$ cat src/rtl/uart_tx_arbiter_if.sv
// uart_tx_arbiter_if: packet-source lanes plus UART core handshake shared through uart_tx_arbiter
interface uart_tx_arbiter_if #(
    parameter int NUM_REQ = 2
);
    logic [NUM_REQ-1:0]   req_valid;
    logic [8*NUM_REQ-1:0] req_byte;
    logic [NUM_REQ-1:0]   req_last;
    logic [NUM_REQ-1:0]   req_ready;
    logic [NUM_REQ-1:0]   grant;
    logic                 transmit;
    logic [7:0]           tx_byte;
    logic                 is_transmitting;
    logic                 timeout_err;

    modport master (
        output req_valid, req_byte, req_last, is_transmitting,
        input  req_ready, grant, transmit, tx_byte, timeout_err
    );

    modport slave (
        input  req_valid, req_byte, req_last, is_transmitting,
        output req_ready, grant, transmit, tx_byte, timeout_err
    );
endinterface

$ cat src/rtl/uart_tx_arbiter.sv
// uart_tx_arbiter: packet-granular round-robin sharing of one UART transmitter; stall timeout enabled by UART_ARB_TIMEOUT_EN
module uart_tx_arbiter #(
    parameter int NUM_REQ = 2
`ifdef UART_ARB_TIMEOUT_EN
    ,
    parameter int TIMEOUT_CYCLES = 255
`endif
) (
    input logic              clk,
    input logic              rst,
    uart_tx_arbiter_if.slave bus
);
    localparam int PW = (NUM_REQ > 2) ? 2 : 1;

    typedef enum logic [1:0] {IDLE, OWNED, WAIT_START, WAIT_DONE} state_t;

    state_t             state, state_n;
    logic [PW-1:0]      rr_ptr, rr_n, owner, owner_n, pick;
    logic [NUM_REQ-1:0] grant, grant_n, ready, ready_n;
    logic               last_flag, last_n, transmit, transmit_n;
    logic [7:0]         tx_byte, tx_n;

    function automatic logic [PW-1:0] lane_after(input logic [PW-1:0] base, input int step);
        int j;
        j = int'(base) + step;
        return PW'(j >= NUM_REQ ? j - NUM_REQ : j);
    endfunction

    // Round-robin pick: scan from the farthest candidate back so the nearest lane after rr_ptr wins
    always_comb begin
        pick = rr_ptr;
        for (int i = NUM_REQ; i >= 1; i--)
            if (bus.req_valid[lane_after(rr_ptr, i)]) pick = lane_after(rr_ptr, i);
    end

`ifdef UART_ARB_TIMEOUT_EN
    logic [7:0] timer, timer_n;
    logic       timeout_err, timeout_n, timed, hit;
`endif

    // Next-state and next-output decode; the owner keeps the transmitter until its last byte drains
    always_comb begin
        state_n    = state;
        rr_n       = rr_ptr;
        owner_n    = owner;
        grant_n    = grant;
        ready_n    = '0;
        transmit_n = 1'b0;
        tx_n       = tx_byte;
        last_n     = last_flag;
        case (state)
            IDLE: if (|bus.req_valid) begin
                owner_n = pick;
                grant_n = NUM_REQ'(1) << pick;
                state_n = OWNED;
            end
            OWNED: if (bus.req_valid[owner] && !bus.is_transmitting) begin
                transmit_n = 1'b1;
                tx_n       = bus.req_byte[8*owner +: 8];
                ready_n    = NUM_REQ'(1) << owner;
                last_n     = bus.req_last[owner];
                state_n    = WAIT_START;
            end
            WAIT_START: if (bus.is_transmitting) state_n = WAIT_DONE;
            WAIT_DONE: if (!bus.is_transmitting) begin
                if (last_flag) begin
                    grant_n = '0;
                    rr_n    = owner;
                    state_n = IDLE;
                end else begin
                    state_n = OWNED;
                end
            end
            default: state_n = IDLE;
        endcase
`ifdef UART_ARB_TIMEOUT_EN
        timed     = (state_n == state) && (state == OWNED || state == WAIT_START);
        hit       = timed && (timer == 8'(TIMEOUT_CYCLES - 1));
        timer_n   = (timed && !hit) ? timer + 8'd1 : 8'd0;
        timeout_n = hit;
        if (hit) begin
            grant_n = '0;
            rr_n    = owner;
            state_n = IDLE;
        end
`endif
    end

    // Arbiter state and registered outputs
    always_ff @(posedge clk or posedge rst) begin
        if (rst) begin
            state     <= IDLE;
            rr_ptr    <= PW'(NUM_REQ - 1);
            owner     <= '0;
            grant     <= '0;
            ready     <= '0;
            transmit  <= 1'b0;
            tx_byte   <= 8'h00;
            last_flag <= 1'b0;
        end else begin
            state     <= state_n;
            rr_ptr    <= rr_n;
            owner     <= owner_n;
            grant     <= grant_n;
            ready     <= ready_n;
            transmit  <= transmit_n;
            tx_byte   <= tx_n;
            last_flag <= last_n;
        end
    end

`ifdef UART_ARB_TIMEOUT_EN
    // Stall timer restarts on every state change; the error pulse marks a revoked grant
    always_ff @(posedge clk or posedge rst) begin
        if (rst) begin
            timer       <= 8'd0;
            timeout_err <= 1'b0;
        end else begin
            timer       <= timer_n;
            timeout_err <= timeout_n;
        end
    end

    assign bus.timeout_err = timeout_err;
`else
    assign bus.timeout_err = 1'b0;
`endif

    assign bus.grant     = grant;
    assign bus.req_ready = ready;
    assign bus.transmit  = transmit;
    assign bus.tx_byte   = tx_byte;
endmodule

$ cat src/flat_wrapper.sv
// flat-port wrapper written by rule: the top's interface ports become plain ports
module uart_tx_arbiter_flat 
#(
    parameter int NUM_REQ = 2

)
  (clk, rst, bus_req_valid, bus_req_byte, bus_req_last, bus_is_transmitting, bus_req_ready, bus_grant, bus_transmit, bus_tx_byte, bus_timeout_err);
  uart_tx_arbiter_if #(.NUM_REQ(NUM_REQ)) bus_i ();
  input logic clk;
  input logic rst;
  input wire logic [$bits(bus_i.req_valid)-1:0] bus_req_valid;
  input wire logic [$bits(bus_i.req_byte)-1:0] bus_req_byte;
  input wire logic [$bits(bus_i.req_last)-1:0] bus_req_last;
  input wire logic [$bits(bus_i.is_transmitting)-1:0] bus_is_transmitting;
  output wire logic [$bits(bus_i.req_ready)-1:0] bus_req_ready;
  output wire logic [$bits(bus_i.grant)-1:0] bus_grant;
  output wire logic [$bits(bus_i.transmit)-1:0] bus_transmit;
  output wire logic [$bits(bus_i.tx_byte)-1:0] bus_tx_byte;
  output wire logic [$bits(bus_i.timeout_err)-1:0] bus_timeout_err;
  assign bus_i.req_valid = bus_req_valid;
  assign bus_i.req_byte = bus_req_byte;
  assign bus_i.req_last = bus_req_last;
  assign bus_i.is_transmitting = bus_is_transmitting;
  assign bus_req_ready = bus_i.req_ready;
  assign bus_grant = bus_i.grant;
  assign bus_transmit = bus_i.transmit;
  assign bus_tx_byte = bus_i.tx_byte;
  assign bus_timeout_err = bus_i.timeout_err;
  uart_tx_arbiter #(.NUM_REQ(NUM_REQ)) u_core (.clk(clk), .rst(rst), .bus(bus_i));
endmodule
$ cat config.mk
export PLATFORM = sky130hd
export DESIGN_NAME = uart_tx_arbiter_flat
export DESIGN_NICKNAME = d
export VERILOG_FILES = /design/src/rtl/uart_tx_arbiter_if.sv /design/src/rtl/uart_tx_arbiter.sv /design/src/flat_wrapper.sv
export SDC_FILE = /design/constraint.sdc
export NUM_CORES = 1
export LEC_CHECK = 0
export CAP_MARGIN = 20
export CORE_ASPECT_RATIO = 0.9
export CORE_MARGIN = 2
export CORE_UTILIZATION = 25
export DETAILED_ROUTE_END_ITERATION = 8
export PLACE_DENSITY = 0.56
export RECOVER_POWER = 100
export REMOVE_ABC_BUFFERS = 1
export SLEW_MARGIN = 20
export SYNTH_ARGS = -nofsm -noshare
export SYNTH_HDL_FRONTEND = slang
export SYNTH_SLANG_ARGS = --single-unit
$ cat constraint.sdc
create_clock -name clk -period 4.2 [get_ports clk]
set_input_delay 1.26 -clock clk [delete_from_list [all_inputs] [get_ports clk]]
set_output_delay 1.26 -clock clk [all_outputs]
set_load 0.02 [all_outputs]
==> results.json, run 1 <==
{
  "synthAdderAreaFrac_pct": 7.96,
  "slowest_delay_ns": 0.65,
  "fin_setup_tns_ns": 0,
  "postLayoutCoreUtil_pct": 37.3,
  "route.detailed.drc": 0,
  "place_area_sq_um": 1330,
  "layout_common_cells": "clkdlybuf4s50_1 (19), dfrtp_1 (17), dlygate4sd3_1 (16)",
  "ir_drop_uv": 218,
  "grt_max_degree": 22,
  "vias_per_cell": 4.43,
  "io_buffers": 35,
  "ys_seq_area_share_pct": 47.9,
  "pwr_density_cell_nw_per_um2": 657,
  "clk_path_buf_depth": 2,
  "ys_ff_latch": 18,
  "yosys.area_share.simple_pct": 11.0,
  "worstSetupPathType": "input pin to flip-flop",
  "antenna_found_initial": 0,
  "yosys_warnings": 0,
  "synthXorXnorAreaFrac_pct": 0,
  "path_clk_slew_ns": 0.07,
  "stdcell_area_sq_um": 1370,
  "fin_skew_ns": 0.00384,
  "leakage_nw": 0.610,
  "layout-drive-gt1-share_pct": 6.56,
  "synth_compound_area_share_pct": 13.7,
  "crit_family": "buffers and inverters",
  "path_cells": "dlygate4sd3_1 -> mux2i_1 -> nor3b_2 -> clkbuf_1 -> nor2_1 -> a21oi_1",
  "drt_iter0_drc": 11,
  "grt_pass1_vias": 744,
  "slowest_stage": "clkbuf_1",
  "rows": 21,
  "required_ns": 4.38,
  "min_period_ns": 2.87,
  "fin_crit_sh_pct": 68.4,
  "synth.distinct_cells": 26,
  "grt_pass1_wl_mm": 3.26,
  "busiest_layer": "met2",
  "cts.root.buffer_cell": "clkbuf_8",
  "grt.total_usage_pct": 10.3,
  "place_hpwl_mm": 1.45,
  "crit_buf_inv": 2,
  "tightestPinTransition_ns": 0.831,
  "setup_viol": 0,
  "postRouteAntennaNets": 0,
  "status": "finished clean",
  "die_w_um": 68.8,
  "cts_setup_buffers": 0,
  "num_vias": 745,
  "synth_top_family_by_area": "multiplexers",
  "final_common_cell": "clkdlybuf4s50_1",
  "syn_inst": 87,
  "cts-buffers-inserted": 3,
  "clk_latency_ns": 0.26,
  "met2_usage_pct": 16.1,
  "diodes": 0,
  "cts_tree": "built",
  "layout.nets": 152,
  "final_max_slew_viol_count": 0,
  "grt_setup_unrepaired": "no",
  "hold_viol": 0,
  "gr-usage-met3_pct": 1.99,
  "ioPinCount": 37,
  "reg2reg_slack_ns": 2.03,
  "critPathCaptureType": "flip-flop",
  "h-tree-depth": 1,
  "area_delta_synth_final_pct": 45.5,
  "cts.repair.resized": 0,
  "slew_headroom_pct": 44.6,
  "arrival_ns": 3.05,
  "core-area_sq_um": 3680,
  "wl_mm": 1.99,
  "synth_mux_area_share_pct": 14.1,
  "postCtsHoldBufs": 0,
  "first_pass_iters": 3,
  "fmax_ghz": 0.348,
  "worstPathMaxFanout": 21,
  "cap_violations": 0,
  "hold_path.class": "flip-flop to flip-flop",
  "fp.dieH_um": 62.3,
  "grt_overflow": 0,
  "post_drt_wl_per_cell_um": 11.9,
  "place_congestion": 0.698,
  "dieArea_sq_um": 4280,
  "start_kind": "input pin",
  "start_util_pct": 25.6,
  "grt_util_met1_pct": 12.0,
  "postSynthAreaPerCell_sq_um": 10.8,
  "synth.cell_area_sq_um": 943,
  "cts_sinks": 18
}
synth_stat cells:
cell | instances | share of area, %
conb_1 | 1 | 0.40
a21oi_1 | 9 | 4.8
o211ai_1 | 1 | 0.80
o21ai_1 | 1 | 0.53
buf_4 | 3 | 2.4
and2_1 | 1 | 0.66
o21ai_0 | 3 | 1.6
dfstp_2 | 1 | 2.8
dfrtp_1 | 17 | 45
a32o_1 | 1 | 1.1
nand3_1 | 1 | 0.53
inv_1 | 4 | 1.6
mux2_1 | 1 | 1.2
nor3b_2 | 2 | 2.7
mux2i_1 | 11 | 12
buf_2 | 2 | 1.1
ha_1 | 6 | 8.0
a211oi_2 | 1 | 1.3
a211o_1 | 1 | 0.93
mux2_2 | 1 | 1.2
nand2_1 | 4 | 1.6
nor2_1 | 9 | 3.6
o21a_1 | 1 | 0.80
nor2b_1 | 3 | 2.0
o41ai_1 | 1 | 0.93
a2bb2oi_1 | 1 | 0.93
cells by family (layout without fill, tap and decap cells):
kind of cell	Yosys count	after routing
adder cells (fa/ha/maj)	6	6
AND/OR/NAND/NOR	20	20
flip-flops	18	18
buffers and inverters	9	44
multiplexers	13	13
AO/OA/AOI/OAI	20	20
other	1	1
worst register-to-register path: stages, from the launching register on:
cell,delay (ns)
dfrtp_1,0.80
mux2i_1,0.23
nor3b_2,0.18
clkbuf_1,0.65
nor2_1,0.09
a21oi_1,0.15
where the power goes:
part           internal, mW  switching, mW  total, mW
clock network        0.0834         0.0609      0.144
logic                 0.216          0.212      0.428
registers             0.254         0.0759      0.329
total                 0.553          0.349      0.902
area by class of cell:
class                   instances  area (sq um)
clock buffers                   4          55.1
fillers                       375          2310
inverters                       4          15.0
multi-input cells              60           439
flip-flops and latches         18           452
well taps                      46          57.6
repair buffers                 36           354
path summary, 6_finish.rpt:
check                                           startpoint                           endpoint  cells after the start
max in group asynchronous                              rst  u_core.bus.req_ready[0]$_DFF_PP0_                      2
setup reg to reg                  u_core.owner$_DFFE_PP0P_  u_core.bus.tx_byte[7]$_DFFE_PP0P_                      5
min in group asynchronous                              rst  u_core.bus.tx_byte[0]$_DFFE_PP0P_                      2
hold reg to reg            u_core.bus.grant[0]$_DFFE_PP0P_    u_core.bus.grant[0]$_DFFE_PP0P_                      2
hold / removal             u_core.bus.grant[0]$_DFFE_PP0P_    u_core.bus.grant[0]$_DFFE_PP0P_                      2
setup / recovery                          bus_req_valid[0]  u_core.bus.tx_byte[7]$_DFFE_PP0P_                      6
metrics by stage:
step	hold slack [ns]	setup WS, ns	cells	power [mW]
floorplan	0.509	1.90	82	0.600
global placement	0.506	1.53	164	0.777
detailed placement	0.500	1.49	164	0.791
CTS	0.517	1.70	168	0.938
global route	0.534	1.14	168	0.968
finish	0.504	1.33	168	0.902
sequential cells by signal (all words and copies together), names as in the netlist:
| signal | count |
|---|---|
| u_core.bus.grant | 2 |
| u_core.bus.req_ready | 2 |
| u_core.bus.transmit | 1 |
| u_core.bus.tx_byte | 8 |
| u_core.last_flag | 1 |
| u_core.owner | 1 |
| u_core.rr_ptr | 1 |
| u_core.state | 2 |
routing by layer:
| layer | part of all wire, % | wire length [um] |
|---|---|---|
| met5 | 0 | 0 |
| met4 | 2.9 | 57 |
| met3 | 5.6 | 111 |
| met2 | 47 | 944 |
| met1 | 44 | 878 |
No activity file was read; power rests on OpenSTA's default activity.
==> run 2, diff against run 1 <==
- PLACE_DENSITY: 0.56 -> 0.58
- clock period: 4.2 -> 2.4 ns (I/O delays scaled with it)
==> run 2 against run 1 <==
Effect of this change:
- routed wire length down 3.7%
- core utilization up 0.34 points
- first-iteration DRC count increased by 45%
- critical path depth is the same
- total power rose by 75%
- count of clock-buffer cells in the layout unchanged
- clock skew rose by 0.0012 ns
- global-route usage down 0.065 points
- critical endpoint is now u_core.bus.tx_byte[4]$_DFFE_PP0P_
- sequential power rose by 60%
- die area did not move
- worst setup slack got worse by 1.0 ns
- largest cell class unchanged
- non-clock buffer count is 2 higher
==> results.json, run 2 (synthesized netlist as in run 1, its figures left out) <==
{
  "status": "finished clean",
  "cts_tree": "built",
  "whs_path_depth": 2,
  "cap_violations": 0,
  "post_drt_wl_per_cell_um": 11.3,
  "reg2reg_slack_ns": 0.56,
  "die_w_um": 68.8,
  "crit_family": "buffers and inverters",
  "arrival_ns": 2.25,
  "grt_overflow": 0,
  "first_pass_iters": 4,
  "timing.rr.end": "u_core.state[1]$_DFFE_PP0P_",
  "clk_latency_ns": 0.25,
  "postCtsHoldBufs": 0,
  "drt_iter0_drc": 16,
  "tightestPinTransition_ns": 0.753,
  "whs_ns": 0.516,
  "dieArea_sq_um": 4280,
  "cts_setup_buffers": 0,
  "holdPathEnd": "u_core.bus.grant[0]$_DFFE_PP0P_",
  "min_period_ns": 2.08,
  "slew_headroom_pct": 49.8,
  "final_common_cell": "clkdlybuf4s50_1",
  "worstSetupPathType": "input pin to flip-flop",
  "hold_start": "u_core.bus.grant[0]$_DFFE_PP0P_",
  "rows": 21,
  "antenna_found_initial": 0,
  "h-tree-depth": 1,
  "worstPathMaxFanout": 21,
  "largest_register_ffs": 8,
  "vias_per_cell": 4.37,
  "place_hpwl_mm": 1.50,
  "path_clk_slew_ns": 0.07,
  "num_vias": 743,
  "wl_mm": 1.92,
  "final.setup.worst_slack_ns": 0.325,
  "layout_common_cells": "clkdlybuf4s50_1 (19), dfrtp_1 (17), dlygate4sd3_1 (16)",
  "grt_pass1_wl_mm": 3.33,
  "ir_drop_uv": 359,
  "postLayoutCoreUtil_pct": 37.7,
  "fin_setup_tns_ns": 0,
  "cts.repair.resized": 0,
  "reg2reg_depth": 6,
  "fin_crit_sh_pct": 86.5,
  "start_util_pct": 25.6,
  "start_kind": "input pin",
  "area_delta_synth_final_pct": 46.8,
  "grt_max_degree": 22,
  "core-area_sq_um": 3680,
  "grt_setup_unrepaired": "no",
  "grt_pass1_vias": 740,
  "layout.nets": 154,
  "postRouteAntennaNets": 0,
  "top_register": "u_core.bus.tx_byte",
  "pre_cts_ws_ns": 0.233,
  "final_max_slew_viol_count": 0,
  "leakage_nw": 0.618,
  "required_ns": 2.57,
  "path_cells": "dlygate4sd3_1 -> mux2i_1 -> nor3b_2 -> clkbuf_2 -> nor2_1 -> a21oi_1",
  "rr_startpoint": "u_core.state[1]$_DFFE_PP0P_",
  "place_congestion": 0.709,
  "grt.total_usage_pct": 10.2,
  "ioPinCount": 37,
  "startpoint": "bus_req_valid[0]",
  "crit_buf_inv": 2,
  "clk_path_buf_depth": 2,
  "diodes": 0,
  "hold_viol": 0,
  "seq_area_sq_um": 452,
  "cts.root.buffer_cell": "clkbuf_8",
  "slowest_stage": "dlygate4sd3_1",
  "route.detailed.drc": 0,
  "setup_viol": 0,
  "fin_skew_ns": 0.00505,
  "critPathCaptureType": "flip-flop",
  "hold_path.class": "flip-flop to flip-flop",
  "pwr_density_cell_nw_per_um2": 1140,
  "multi_input_area_sq_um": 439,
  "io_buffers": 35,
  "slowest_delay_ns": 0.64,
  "fmax_ghz": 0.482,
  "layout-drive-gt1-share_pct": 8.06,
  "cts-buffers-inserted": 3,
  "cts_sinks": 18,
  "fp.dieH_um": 62.3,
  "fillCellCount": 365
}
[run 2: changes by cell type in the layout (fill, tap and decap cells not counted), sizes merged]
cell / previous run / this run
buf: 0 / 1
clkbuf: 5 / 6
[run 2: cell type report]
cell class | count | share of cell area, %
sequential | 18 | 32.6
multi-input combinational | 60 | 31.7
timing repair buffer | 38 | 26.5
tap | 46 | 4.16
clock buffer | 4 | 3.97
inverter | 4 | 1.08
[run 2: metrics by stage]
| stage | total power [mW] | cell area [sq um] | std cells |
|---|---|---|---|
| final | 1.58 | 1390 | 170 |
| after global routing | 1.70 | 1390 | 170 |
| after floorplan | 1.05 | 911 | 82 |
| after global placement | 1.37 | 1340 | 166 |
| after detailed placement | 1.39 | 1340 | 166 |
| after CTS | 1.65 | 1400 | 170 |
[run 2: metal layers]
| metal | GRT usage [%] | part of all wire [%] | wire, um | vias to the layer above |
|---|---|---|---|---|
| met2 | 15.9 | 49 | 937 | 26 |
| met3 | 1.09 | 3.9 | 74 | 4 |
| li1 | - | - | - | 372 |
| met4 | 5.88 | 2.0 | 38 | 0 |
| met5 | 0 | 0 | 0 | - |
| met1 | 13.4 | 45 | 868 | 341 |
[run 2: how the worst max path moves through the flow]
stage,endpoint,slack (ns),cells after the start
after floorplan,u_core.bus.tx_byte[0]$_DFFE_PP0P_,0.62,3
after global placement,u_core.state[1]$_DFFE_PP0P_,0.28,5
after detailed placement,u_core.bus.tx_byte[4]$_DFFE_PP0P_,0.23,6
after CTS,bus_tx_byte[6],0.43,1
after global routing,u_core.bus.tx_byte[4]$_DFFE_PP0P_,0.23,6
final,u_core.bus.tx_byte[4]$_DFFE_PP0P_,0.32,6
[run 2: worst register-to-register path: stages (launching register included)]
cell and delay, ns:
dfrtp_1 0.44, inv_1 0.11, ha_1 0.25, nor3b_2 0.20
a211oi_1 0.28, nand2_1 0.13, mux2_1 0.32
[run 2: power by group]
part           switching, mW  internal [mW]
logic                  0.417          0.384
clock network          0.102          0.146
registers             0.0835          0.445
